File: src/rtl/data_disaggregate_if.sv
// Handshake bundle for the data_disaggregate width converter.
// The upstream side carries IN_W-bit words, the downstream side OUT_W-bit words.
// Valid/ready rule on both sides: a word moves on a rising edge where
// valid and ready are both 1. A source holds valid and its data stable until
// that happens. Ready may depend combinationally on the other side's ready.
interface data_disaggregate_if #(
    parameter int IN_W  = 23,
    parameter int OUT_W = 16
);
    // upstream side
    logic             valid_src;
    logic [IN_W-1:0]  data_in;
    logic             last_src;
    logic             rdy_src;

    // downstream side
    logic [OUT_W-1:0] data_out;
    logic             valid_sink;
    logic             last_sink;
    logic             rdy_sink;

    // environment view: feeds upstream words and consumes downstream words
    modport master (
        output valid_src, data_in, last_src, rdy_sink,
        input  rdy_src, data_out, valid_sink, last_sink
    );

    // converter view
    modport slave (
        input  valid_src, data_in, last_src, rdy_sink,
        output rdy_src, data_out, valid_sink, last_sink
    );
endinterface

File: src/rtl/data_disaggregate.sv
// Splits a stream of IN_W-bit words into OUT_W-bit words, LSB first.
// Bits are collected in a shift buffer: an output word always comes from the
// bottom OUT_W bits, an accepted input word lands directly above the bits
// that remain once this cycle's output has been removed. A packet's final
// input switches to DRAIN, which emits the residual bits zero-padded and
// flags the final output word with last_sink.
// Legal parameters satisfy OUT_W < IN_W < 2*OUT_W; under that condition the
// buffer never needs more than IN_W+OUT_W-1 bits.
module data_disaggregate #(
    parameter  int IN_W  = 23,
    parameter  int OUT_W = 16,
    localparam int BUF_W = IN_W + OUT_W - 1,
    localparam int CNT_W = $clog2(BUF_W + 1)
) (
    input  logic             clk,
    input  logic             rst,
    data_disaggregate_if.slave bus,
    output logic             dbg_state,   // 0 = RUN, 1 = DRAIN
    output logic [CNT_W-1:0] dbg_cnt      // number of buffered bits
);

    // Count-width copies of the thresholds keep every comparison width-matched.
    localparam logic [CNT_W-1:0] IN_W_C   = CNT_W'(IN_W);
    localparam logic [CNT_W-1:0] OUT_W_C  = CNT_W'(OUT_W);
    localparam logic [CNT_W-1:0] OUT_LO_C = CNT_W'(OUT_W - 1);
    localparam logic [CNT_W-1:0] OUT_HI_C = CNT_W'(2 * OUT_W - 1);

    typedef enum logic {
        ST_RUN   = 1'b0,
        ST_DRAIN = 1'b1
    } state_e;

    state_e           state_q, state_d;
    logic [BUF_W-1:0] buf_q, buf_d;
    logic [CNT_W-1:0] cnt_q, cnt_d;

    logic             rdy_src;
    logic             valid_sink;
    logic             last_sink;
    logic             in_fire;
    logic             out_fire;
    logic [CNT_W-1:0] take;
    logic [CNT_W-1:0] cnt_mid;
    logic [BUF_W-1:0] buf_mid;
    logic [BUF_W-1:0] word_ext;

    // State register; reset returns to RUN at once and discards the packet.
    always_ff @(posedge clk or posedge rst) begin
        if (rst) begin
            state_q <= ST_RUN;
        end else begin
            state_q <= state_d;
        end
    end

    // Next state: the final input word starts DRAIN, the final output ends it.
    always_comb begin
        state_d = state_q;
        case (state_q)
            ST_RUN: begin
                if (in_fire && bus.last_src) begin
                    state_d = ST_DRAIN;
                end
            end
            ST_DRAIN: begin
                if (out_fire && last_sink) begin
                    state_d = ST_RUN;
                end
            end
            default: state_d = ST_RUN;
        endcase
    end

    // Handshake outputs per state. In RUN an input is accepted either when the
    // buffer holds less than one output word, or when it holds less than two
    // and an output word leaves in the same cycle; either way the buffer stays
    // within BUF_W bits. rdy_sink -> rdy_src is a deliberate combinational path.
    always_comb begin
        rdy_src    = 1'b0;
        valid_sink = 1'b0;
        last_sink  = 1'b0;
        case (state_q)
            ST_RUN: begin
                rdy_src    = (cnt_q <= OUT_LO_C) ||
                             ((cnt_q <= OUT_HI_C) && bus.rdy_sink);
                valid_sink = (cnt_q >= OUT_W_C);
            end
            ST_DRAIN: begin
                valid_sink = (cnt_q != '0);
                last_sink  = (cnt_q <= OUT_W_C);
            end
            default: begin
                rdy_src    = 1'b0;
                valid_sink = 1'b0;
                last_sink  = 1'b0;
            end
        endcase
    end

    assign in_fire  = bus.valid_src & rdy_src;
    assign out_fire = valid_sink & bus.rdy_sink;

    // Buffer update: remove the outgoing word first, then place the incoming
    // word right above the bits that remain. Bits above the count are always
    // zero, so a partial final word comes out zero-padded and the last output
    // of a packet leaves the buffer empty.
    always_comb begin
        take = '0;
        if (out_fire) begin
            take = (cnt_q < OUT_W_C) ? cnt_q : OUT_W_C;
        end
        cnt_mid  = cnt_q - take;
        buf_mid  = out_fire ? (buf_q >> OUT_W) : buf_q;
        word_ext = {{(BUF_W - IN_W){1'b0}}, bus.data_in};
        buf_d    = buf_mid;
        cnt_d    = cnt_mid;
        if (in_fire) begin
            buf_d = buf_mid | (word_ext << cnt_mid);
            cnt_d = cnt_mid + IN_W_C;
        end
    end

    // Buffer and count registers.
    always_ff @(posedge clk or posedge rst) begin
        if (rst) begin
            buf_q <= '0;
            cnt_q <= '0;
        end else begin
            buf_q <= buf_d;
            cnt_q <= cnt_d;
        end
    end

    assign bus.rdy_src    = rdy_src;
    assign bus.valid_sink = valid_sink;
    assign bus.last_sink  = last_sink;
    assign bus.data_out   = buf_q[OUT_W-1:0];

    assign dbg_state = state_q;
    assign dbg_cnt   = cnt_q;

endmodule

File: src/flat_wrapper.sv
// flat-port wrapper written by rule: the top's interface ports become plain ports
module data_disaggregate_flat 
#(
    parameter  int IN_W  = 23,
    parameter  int OUT_W = 16,
    localparam int BUF_W = IN_W + OUT_W - 1,
    localparam int CNT_W = $clog2(BUF_W + 1)
)
  (clk, rst, dbg_state, dbg_cnt, bus_valid_src, bus_data_in, bus_last_src, bus_rdy_sink, bus_rdy_src, bus_data_out, bus_valid_sink, bus_last_sink);
  data_disaggregate_if #(.IN_W(IN_W), .OUT_W(OUT_W)) bus_i ();
  input  logic clk;
  input  logic rst;
  output logic dbg_state;
  output logic [CNT_W-1:0] dbg_cnt;
  input wire logic [$bits(bus_i.valid_src)-1:0] bus_valid_src;
  input wire logic [$bits(bus_i.data_in)-1:0] bus_data_in;
  input wire logic [$bits(bus_i.last_src)-1:0] bus_last_src;
  input wire logic [$bits(bus_i.rdy_sink)-1:0] bus_rdy_sink;
  output wire logic [$bits(bus_i.rdy_src)-1:0] bus_rdy_src;
  output wire logic [$bits(bus_i.data_out)-1:0] bus_data_out;
  output wire logic [$bits(bus_i.valid_sink)-1:0] bus_valid_sink;
  output wire logic [$bits(bus_i.last_sink)-1:0] bus_last_sink;
  assign bus_i.valid_src = bus_valid_src;
  assign bus_i.data_in = bus_data_in;
  assign bus_i.last_src = bus_last_src;
  assign bus_i.rdy_sink = bus_rdy_sink;
  assign bus_rdy_src = bus_i.rdy_src;
  assign bus_data_out = bus_i.data_out;
  assign bus_valid_sink = bus_i.valid_sink;
  assign bus_last_sink = bus_i.last_sink;
  data_disaggregate #(.IN_W(IN_W), .OUT_W(OUT_W)) u_core (.clk(clk), .rst(rst), .bus(bus_i), .dbg_state(dbg_state), .dbg_cnt(dbg_cnt));
endmodule
File: config.mk
export PLATFORM = sky130hd
export DESIGN_NAME = data_disaggregate_flat
export DESIGN_NICKNAME = d
export VERILOG_FILES = /design/src/rtl/data_disaggregate_if.sv /design/src/rtl/data_disaggregate.sv /design/src/flat_wrapper.sv
export SDC_FILE = /design/constraint.sdc
export NUM_CORES = 1
export LEC_CHECK = 0
export ABC_AREA = 1
export CAP_MARGIN = 20
export CELL_PAD_IN_SITES_DETAIL_PLACEMENT = 0
export CELL_PAD_IN_SITES_GLOBAL_PLACEMENT = 1
export CORE_MARGIN = 5
export CORE_UTILIZATION = 25
export DETAILED_ROUTE_END_ITERATION = 8
export GPL_TIMING_DRIVEN = 0
export HOLD_SLACK_MARGIN = 0.1
export MAX_ROUTING_LAYER = met4
export PLACE_DENSITY_LB_ADDON = 0.1
export SLEW_MARGIN = 20
export SYNTH_ARGS = -nofsm -noshare
export SYNTH_HDL_FRONTEND = slang
export SYNTH_SLANG_ARGS = --single-unit
File: constraint.sdc
create_clock -name clk -period 4.3 [get_ports clk]
set_input_delay 0.645 -clock clk [delete_from_list [all_inputs] [get_ports clk]]
set_output_delay 0.645 -clock clk [all_outputs]
set_load 0.05 [all_outputs]
# After elaboration in Yosys (flattened, before gate mapping)
# Cells that the tools add are included.
# word_totals
ff_bits,45
out_inout_bits,26
elab_cells,31
# op_classes
n_addsub,2
order_cmp,5
n_shift,1
n_mux,11
bitwise,4
reduce_logical,5
# op_table
cell,n
two-way mux 38 bit,2
OR 38 bit,1
left shift 23 x 6 -> 38 bit,1
two-way mux 6 bit,3
<= comparator 6 x 5 -> 1 bit (second input constant),2
adder 6 x 5 -> 6 bit (second input constant),1
greater-or-equal comparator 6 x 5 -> 1 bit (second input constant),1
<= comparator 6 x 4 -> 1 bit (second input constant),1
< comparator 6 x 5 -> 1 bit (second input constant),1
nonzero test 6 bit,1
subtractor 6 bit,1
two-way mux 1 bit,4
case mux 1 bit (2 select lines),2
logical AND 1 bit,3
bitwise AND 1 bit,2
logical OR 1 bit,1
inverter 1 bit,1

# Depth between registers and ports, before layout
# Gate-level depths: netlist (run 1).
# depth
depth_word,8
depth_mapped,23

# Worst setup path after synthesis (run 1)
# OpenSTA, ideal clock, no wires.
# synth_path
path_type,flip-flop to flip-flop
from,"reg u_core.cnt_q[1], in the netlist u_core.dbg_cnt[1]"
to,reg u_core.buf_q[17]
setup_ps,124
arrival_ps,4142
required_time_ps,4176
path_slack_ps,34
path_stages_with_launch,22
path_buffers,4
synth_period_minus_slack_ps,4266
path_cell_list,dfrtp_1 nor2_1 nand2_1 inv_1 o21ai_1 nand2_1 buf_2 buf_2 nor3_1 ha_1 inv_1 fa_1 inv_2 buf_2 buf_2 nand3_1 nand3_1 nand2_1 nand2_1 nand2_1 o21ai_0 o21bai_1
# synth_between
elab_chain_len,8
elab_cells_between_ends,18
classes_between,add/sub (1); order compare (4); shift (1); mux (6); bitwise (3); reduce/logical (3)
# synth_rtl
item,line_no,text
from (decl),data_disaggregate.sv:35,"logic [CNT_W-1:0] cnt_q, cnt_d;"
from (signal assigned),data_disaggregate.sv:130,cnt_q <= cnt_d;
greater-or-equal comparator 6 x 5 -> 1 bit / nonzero test 6 bit (equally long branches),"data_disaggregate.sv:86, data_disaggregate.sv:89",
case mux 1 bit (2 select lines) *,data_disaggregate.sv:82,case (state_q)
named net bus_valid_sink,flat_wrapper.sv:21,output wire logic [$bits(bus_i.valid_sink)-1:0] bus_valid_sink;
bitwise AND 1 bit *,data_disaggregate.sv:101,assign out_fire = valid_sink & bus.rdy_sink;
two-way mux 6 bit,data_disaggregate.sv:109,if (out_fire) begin
subtractor 6 bit,data_disaggregate.sv:112,cnt_mid = cnt_q - take;
left shift 23 x 6 -> 38 bit,data_disaggregate.sv:118,buf_d = buf_mid | (word_ext << cnt_mid);
OR 38 bit,data_disaggregate.sv:118,
two-way mux 38 bit *,data_disaggregate.sv:117,if (in_fire) begin
named net u_core.buf_d[17],data_disaggregate.sv:34,"logic [BUF_W-1:0] buf_q, buf_d;"
to (signal assigned),data_disaggregate.sv:129,buf_q <= buf_d;
to (decl),data_disaggregate.sv:34,
# The timed path passes the listed nets; every way through them passes the cells marked *.

# Worst setup path in the final report (run 1)
# layout_path
from,in bus_rdy_sink
to,reg u_core.buf_q[30]
# layout_between
elab_chain_len,6
elab_cells_between_ends,11
classes_between,add/sub (1); shift (1); mux (4); bitwise (3); reduce/logical (2)
# layout_rtl
item,line_no,text
from (decl),flat_wrapper.sv:18,input wire logic [$bits(bus_i.rdy_sink)-1:0] bus_rdy_sink;
bitwise AND 1 bit,data_disaggregate.sv:101,
two-way mux 6 bit,data_disaggregate.sv:109,
subtractor 6 bit,data_disaggregate.sv:112,
left shift 23 x 6 -> 38 bit,data_disaggregate.sv:118,
OR 38 bit,data_disaggregate.sv:118,
two-way mux 38 bit *,data_disaggregate.sv:117,
named net u_core.buf_d[30],data_disaggregate.sv:34,
# Marks and branches as above.

==> results of run 1 <==
==> registers in the layout, summed over array words and instances, names as in the netlist <==
| register | count |
|---|---|
| u_core.buf_q | 38 |
| u_core.dbg_cnt | 6 |
| u_core.dbg_state | 1 |
==> Yosys cell counts, types with 2 or more instances <==
| cell | n | area [um^2] |
|---|---|---|
| nand2_1 | 204 | 765.7 |
| nand3_1 | 131 | 655.6 |
| dfrtp_1 | 45 | 1126 |
| nor2_1 | 38 | 142.6 |
| o21ai_1 | 22 | 110.1 |
| buf_4 | 19 | 142.6 |
| buf_2 | 18 | 90.09 |
| inv_1 | 14 | 52.55 |
| nand3_2 | 13 | 130.1 |
| o21ai_0 | 12 | 60.06 |
| a21oi_1 | 9 | 45.04 |
| ha_1 | 7 | 87.58 |
| buf_6 | 6 | 67.56 |
| clkbuf_1 | 6 | 22.52 |
| nand2_2 | 6 | 37.54 |
| o211ai_1 | 5 | 37.54 |
| o21bai_2 | 5 | 56.30 |
| inv_2 | 4 | 15.01 |
| o22ai_1 | 4 | 25.02 |
| xor2_1 | 4 | 35.03 |
| and2_1 | 3 | 18.77 |
| nand2_4 | 3 | 33.78 |
| nand4_1 | 3 | 18.77 |
| xor2_2 | 3 | 48.80 |
| o211ai_2 | 2 | 25.02 |
| o21ai_2 | 2 | 17.52 |
==> critical path, cell delays in order <==
cell             delay, ns
clkdlybuf4s50_1       0.50
nand2_1               0.15
buf_2                 0.24
clkbuf_4              0.24
nor3_1                0.16
ha_1                  0.16
inv_1                 0.07
fa_1                  0.63
inv_2                 0.05
buf_2                 0.18
clkbuf_4              0.22
o211ai_1              0.11
o21ai_1               0.14
o21ai_1               0.39
nand2_1               0.11
nand2_1               0.08
nand3_1               0.08
nand2_1               0.06
==> stage by stage <==
stage	cells	area (um^2)	hold slack, ns	worst slack [ns]
after floorplan	600	3984	0.4492	0.03443
after global routing	877	4954	0.5047	0.03719
after CTS	877	4941	0.4843	0.06993
final	877	4954	0.4798	0.2952
after global placement	869	4785	0.4637	-0.4449
after detailed placement	870	4805	0.4674	-0.4364
==> cells by family (layout without fill, tap and decap cells) <==
| family | after synthesis | after routing |
|---|---|---|
| AO/OA/AOI/OAI | 65 | 65 |
| flip-flops | 45 | 45 |
| XOR/XNOR | 9 | 9 |
| AND/OR/NAND/NOR | 404 | 404 |
| buffers and inverters | 69 | 130 |
| adder cells (fa/ha/maj) | 8 | 8 |
==> layer usage <==
| layer | part of all wire | vias to the layer above | global-route usage | wire length (um) |
|---|---|---|---|---|
| met5 | 0 | - | - | 0 |
| met4 | 0.0080 | 0 | 0.02688 | 116 |
| met3 | 0.023 | 7 | 0.01221 | 331 |
| met2 | 0.46 | 71 | 0.2722 | 6658 |
| met1 | 0.51 | 1859 | 0.2339 | 7394 |
| li1 | - | 2103 | - | - |
==> cell type report <==
| type | instances | area [um^2] |
|---|---|---|
| clock inverters | 1 | 7.507 |
| well taps | 216 | 270.3 |
| clock buffers | 7 | 132.6 |
| plain buffers | 49 | 331.6 |
| multi-input cells | 486 | 2461 |
| fillers | 1791 | 10820 |
| flip-flops and latches | 45 | 1127 |
| inverters | 19 | 72.57 |
| repair buffers | 54 | 550.5 |
==> path summary, 6_finish.rpt <==
| check | endpoint | cells after the start | startpoint |
|---|---|---|---|
| worst max-delay path | u_core.buf_q[30] | 18 | bus_rdy_sink |
| worst min-delay path | u_core.buf_q[34] | 2 | u_core.buf_q[34] |
| worst max register to register | u_core.buf_q[30] | 21 | u_core.dbg_cnt[1] |
| worst min register to register | u_core.buf_q[34] | 2 | u_core.buf_q[34] |
| max in group asynchronous | u_core.dbg_cnt[1] | 3 | rst |
| min in group asynchronous | u_core.buf_q[18] | 2 | rst |
==> qor.csv, run 1 <==
metric,value,unit
status,"finished, final reports clean",
antennaDiodeCount,0,
die_area,18560,um^2
post_cts_buffers,0,
setup_viol_count_final,0,
hold_path.class,reg -> reg,
synth_enable_flop_cells,0,
layout_common_cells,"nand2_1, nand3_1, clkdlybuf4s50_1",
rrSetupSlack,0.36,ns
viasPerCell,4.607,
cts_resized,1,
tns,0,ns
ctsRootBufferMaster,clkbuf_16,
start_kind,input pin,
finalClockSkew,0.007115,ns
yosys.area_share.simple,0.4582,
drc,0,
place.gp.congestion,0.8912,
clk_pin_slew,0.06,ns
final_max_slew_viol_count,0,
crit_path_end_kind,register,
grt_util_all_layers,0.1676,
pin_count,54,
syn2layout_area_growth,24.34,%
postLayoutCoreUtil,0.3141,
period_share,0.9314,
start_util,0.2526,
synth_nets,636,
grt_max_degree,32,
cts_buffers,5,
cts_sinks,45,
wl_per_cell,16.54,um
cts-hold-fix-buffers,0,
firstDrtPassIters,5,
synth_top_family_by_area,simple AND/OR/NAND/NOR gates,
post-route-min-period,4.005,ns
die_y,136.2,um
slew-limit-headroom,0.6621,
syn_inst,600,
core,15770,um^2
cts.path.max_buffers,2,
synthAdderAreaFrac,0.02701,
global_route.overflow_total,0,
synth_flop_cell,dfrtp_1,
max_freq,249.7,MHz
dr_total_vias,4040,
required,4.53,ns
synthArstFlopShare,1.000,
clk_latency,0.29,ns
final_common_cell,nand2_1,
yosys-mux-area-fraction,0,
synth_compound_area_frac,0.1046,
ys_types,38,
grt_pass1_wl,23470,um
num_rows,46,
avgSynthCellArea,6.640,um^2
drt_iter0_markers,260,
rsz0062_at_grt,false,
final_nets,696,
synth_seq_cells,45,
hold_viol,0,
ys_warn_count,0,
fp.dieW,136.2,um
dpl.hpwl,12190,um
ctsHtreeMaxLevel,2,
drtAntennaViolNets,0,
worstSetupPathType,in -> reg,
antenna_found_initial,0,
routed_wl,14500,um
grt_pass1_vias,4053,
tightest_slew,0.5053,ns
port_buffers,53,
syn_area,3984,um^2
max_cap_viol_count,0,
crit_arrival,4.23,ns
path_max_fanout,10,
ys_seq_area_frac,0.2827,
cts_tree,yes,
synth_xor_area_frac,0.02732,
drive_above_1_share,0.1483,
Power of run 1 is not shown: default switching activity piles up to over one toggle a cycle in this logic, so the estimate is an artifact.
==> run 2: changes to the inputs <==
--- a/config.mk
+++ b/config.mk
@@ -16,6 +16,7 @@
 export HOLD_SLACK_MARGIN = 0.1
 export MAX_ROUTING_LAYER = met4
 export PLACE_DENSITY_LB_ADDON = 0.1
+export SKIP_CTS_REPAIR_TIMING = 1
 export SLEW_MARGIN = 20
 export SYNTH_ARGS = -nofsm -noshare
 export SYNTH_HDL_FRONTEND = slang
==> qor.csv, run 2 (synthesis results as in run 1) <==
metric,value,unit
cts_sinks,45,
crit_path_end_kind,register,
met1_usage,0.2341,
dpl.hpwl,12190,um
setup_ws,0.3504,ns
busiest_layer,met2,
post-route-min-period,3.950,ns
ctsHtreeMaxLevel,2,
layout_common_cells,"nand2_1, nand3_1, clkdlybuf4s50_1",
dr_total_vias,4031,
drc,0,
final_common_cell,nand2_1,
crit_arrival,4.12,ns
antennaDiodeCount,0,
status,"finished, final reports clean",
drt_iter0_markers,236,
setup_viol_count_final,0,
dpl.cell_count,870,
firstDrtPassIters,5,
grt_pass1_vias,4061,
finalClockSkew,0.006161,ns
path_cells,clkdlybuf4s50_1 -> nand2_1 -> buf_2 -> clkbuf_4 -> nor3_1 -> ha_1 -> inv_1 -> fa_1 -> inv_2 -> buf_2 -> clkbuf_4 -> nand3_1 -> nand3_1 -> nand2_1 -> nand2_1 -> nand2_1 -> o21ai_0 -> o21bai_1,
viasPerCell,4.596,
crit_top_cell,nand2_1,
required,4.47,ns
syn2layout_area_growth,24.43,%
drive_above_1_share,0.1498,
slew-limit-headroom,0.6621,
largest_register,u_core.buf_q,
grtUsageMet2,0.2746,
worstSetupPathType,in -> reg,
critPathTopFamily,buffers and inverters,
cts.path.max_buffers,2,
drtAntennaViolNets,0,
tns,0,ns
grt_max_degree,32,
instances_no_fill,877,
place.gp.congestion,0.8912,
cp_slowest_cell,fa_1,
num_rows,46,
die_area,18560,um^2
hold_path.class,reg -> reg,
grt_util_all_layers,0.1684,
wl_per_cell,16.50,um
cpPeakStageDelay,0.56,ns
die_y,136.2,um
max_freq,253.2,MHz
port_buffers,53,
place_ws,-0.4364,ns
worst-path-buf-inv,7,
core,15770,um^2
global_route.overflow_total,0,
routed_wl,14470,um
start_kind,input pin,
cts_buffers,5,
clk_latency,0.29,ns
max_cap_viol_count,0,
hold_viol,0,
grt_pass1_wl,23550,um
path_max_fanout,10,
fp.dieW,136.2,um
rsz0062_at_grt,false,
cts_tree,yes,
final_nets,696,
tightest_slew,0.5053,ns
met3_usage,0.01221,
antenna_found_initial,0,
start_util,0.2526,
pin_count,54,
final.fill_count,1791,
period_share,0.9185,
clk_pin_slew,0.06,ns
final_max_slew_viol_count,0,
ctsRootBufferMaster,clkbuf_16,
largest_register_ffs,38,
run 2: cell counts in the layout (fill, tap and decap cells not counted):
No cell type changed its count.
run 2: worst min-delay path: stages, from the launching register on:
cell and delay [ns]:
dfrtp_1 0.34, nand2_1 0.06, nand2_1 0.05
run 2: final cells by class:
class,instances,area (um^2),share of cell area
sequential,45,1127,0.2274
inverter,19,72.57,0.01464
buffer,49,331.6,0.06689
multi-input combinational,486,2465,0.4972
clock buffer,7,132.6,0.02675
timing repair buffer,54,550.5,0.1111
tap,216,270.3,0.05452
clock inverter,1,7.507,0.001514
run 2: per-stage QoR:
stage / cell area [um^2] / hold slack, ns / util
3_5_place_dp: 4805 / 0.4674 / 0.3047
2_1_floorplan: 3984 / 0.4492 / -
4_1_cts: 4945 / 0.4843 / 0.3136
6_report: 4957 / 0.4802 / 0.3143
5_1_grt: 4957 / 0.5047 / 0.3143
3_3_place_gp: 4785 / 0.4637 / 0.3034
run 2: path summary, 6_finish.rpt:
check	from	endpoint	slack (ns)	depth (start not counted)
max	bus_rdy_sink	u_core.buf_q[17]	0.35	18
min	u_core.buf_q[34]	u_core.buf_q[34]	0.48	2
max reg2reg	u_core.dbg_cnt[5]	u_core.buf_q[17]	0.37	19
min reg2reg	u_core.buf_q[34]	u_core.buf_q[34]	0.48	2
max in group asynchronous	rst	u_core.dbg_cnt[1]	3.17	3
min in group asynchronous	rst	u_core.buf_q[18]	0.63	2
run 2: per-layer routing:
layer / share of wire / routed length, um
met1: 0.51 / 7309
met2: 0.46 / 6643
met3: 0.027 / 397
met4: 0.0082 / 119
met5: 0 / 0
Power of run 2 is left out for the same reason.
==> run 3: changes to the inputs <==
--- a/config.mk
+++ b/config.mk
@@ -5,7 +5,6 @@
 export SDC_FILE = /design/constraint.sdc
 export NUM_CORES = 1
 export LEC_CHECK = 0
-export ABC_AREA = 1
 export CAP_MARGIN = 20
 export CELL_PAD_IN_SITES_DETAIL_PLACEMENT = 0
 export CELL_PAD_IN_SITES_GLOBAL_PLACEMENT = 1
==> qor.csv, run 3 <==
metric,value,unit
setup_viol_count_final,0,
avgSynthCellArea,9.272,um^2
slew-limit-headroom,0.3742,
path_cells,clkdlybuf4s50_1 -> inv_2 -> a21oi_1 -> buf_4 -> buf_8 -> and3_1 -> ha_2 -> inv_1 -> fa_2 -> buf_12 -> buf_12 -> mux4_2 -> nand2_2 -> a22oi_1 -> nor3_2 -> o211ai_1 -> a22o_1,
cts_sinks,45,
antenna_found_initial,0,
cp-startpoint,bus_rdy_sink,
required,4.48,ns
largest_register_ffs,38,
start_kind,input pin,
firstDrtPassIters,4,
antennaDiodeCount,0,
port_buffers,53,
synthArstFlopShare,1.000,
grt_pass1_wl,21760,um
fp.dieW,133.9,um
syn_inst,414,
status,"finished, final reports clean",
hold_slack,0.4924,ns
yosysTopAreaCellShare,0.2934,
grt_util_all_layers,0.1588,
ys_seq_area_frac,0.2934,
ctsRootBufferMaster,clkbuf_16,
start_util,0.2534,
tightest_slew,0.9386,ns
synth_common_cells,"nand2_1, nor2_1, dfrtp_1",
syn2layout_area_growth,31.10,%
post-route-min-period,4.135,ns
layout_common_cells,"clkdlybuf4s50_1, nand2_1, nor2_1",
routed_wl,13720,um
ctsHtreeMaxLevel,2,
drtAntennaViolNets,0,
ys_warn_count,0,
synth_nets,450,
die_area,17930,um^2
path_max_fanout,10,
min_from,u_core.buf_q[31],
die_y,133.9,um
drt_iter0_markers,245,
place.gp.congestion,0.9033,
instances_no_fill,671,
synth_flop_cell,dfrtp_1,
global_route.overflow_total,0,
place_ws,-1.465,ns
pin_count,54,
tns,0,ns
final_nets,518,
final_common_cell,clkdlybuf4s50_1,
cpPeakStageDelay,0.61,ns
ys_types,62,
grt_max_degree,29,
largest_register,u_core.buf_q,
period_share,0.9615,
num_rows,45,
drive_above_1_share,0.2277,
clk_latency,0.29,ns
cts_tree,yes,
crit_top_cell,buf_12,
hold_viol,0,
wl_per_cell,20.44,um
worstSetupPathType,in -> reg,
cp_slowest_cell,fa_2,
setup_ws,0.1655,ns
dpl.hpwl,10920,um
max_cap_viol_count,0,
crit_arrival,4.31,ns
viasPerCell,5.237,
cts.path.max_buffers,2,
cts_buffers,5,
synth_seq_cells,45,
synth_top_area_cell,dfrtp_1,
core,15150,um^2
dr_total_vias,3514,
final_max_slew_viol_count,0,
finalClockSkew,0.007480,ns
max_freq,241.9,MHz
hold_path.class,reg -> reg,
dpl.cell_count,657,
r2r_start,u_core.dbg_cnt[2],
synth_enable_flop_cells,0,
syn_area,3839,um^2
crit_path_end_kind,register,
drc,0,
grt_pass1_vias,3615,
synth_area_leaders,"dfrtp_1, mux4_2, mux2i_1",
clk_pin_slew,0.07,ns
run 3: changes by cell type in the layout (fill, tap and decap cells not counted), moves of 14 or more:
| cell | before | now |
|---|---|---|
| mux2i_1 | 0 | 21 |
| nand3_1 | 131 | 12 |
| nand2_1 | 204 | 48 |
| o21ai_1 | 23 | 5 |
| mux4_2 | 0 | 18 |
| o22ai_1 | 4 | 18 |
run 3: area by class of cell:
type	instances	area [um^2]
fill	1586	10110
multi-input combinational	318	2484
sequential	45	1134
timing repair buffer	61	653.1
buffer	42	295.3
tap	188	235.2
clock buffer	5	125.1
clock inverter	3	68.82
inverter	9	37.54
run 3: per-stage QoR:
| step | area (um^2) | util |
|---|---|---|
| 2_1_floorplan | 3846 | - |
| 3_3_place_gp | 4612 | 0.3045 |
| 3_5_place_dp | 4659 | 0.3076 |
| 4_1_cts | 4853 | 0.3204 |
| 5_1_grt | 5032 | 0.3323 |
| 6_report | 5032 | 0.3323 |
run 3: logic make-up after synthesis:
logic type               after synthesis  synth area share
AND/OR/NAND/NOR                      146            0.1842
AO/OA/AOI/OAI                        102            0.1956
multiplexers                          52            0.1992
buffers and inverters                 51           0.07497
flip-flops                            45            0.2934
XOR/XNOR                              10           0.02477
adder cells (fa/ha/maj)                8           0.02803
run 3: metal layers:
layer	wire length [um]	global-route usage
met1	6631	0.2201
met2	6373	0.2490
met3	443	0.01575
met4	267	0.04229
met5	0	-
run 3: path summary, 6_finish.rpt:
| path | to | slack [ns] | depth (start not counted) |
|---|---|---|---|
| max in group asynchronous | u_core.buf_q[31] | 3.27 | 4 |
| setup / recovery | u_core.buf_q[34] | 0.17 | 17 |
| setup reg to reg | u_core.buf_q[34] | 0.21 | 17 |
| hold reg to reg | u_core.buf_q[31] | 0.49 | 2 |
| hold / removal | u_core.buf_q[31] | 0.49 | 2 |
| min in group asynchronous | u_core.buf_q[7] | 0.67 | 3 |
run 3: critical path: cells and delay by family:
kind            cells  cell delay, ns
compound gates      4            0.57
fa+ha+maj           2            0.79
simple gates        3            0.58
buf+inv             7            1.19
mux                 1            0.54
Power of run 3 is left out for the same reason.
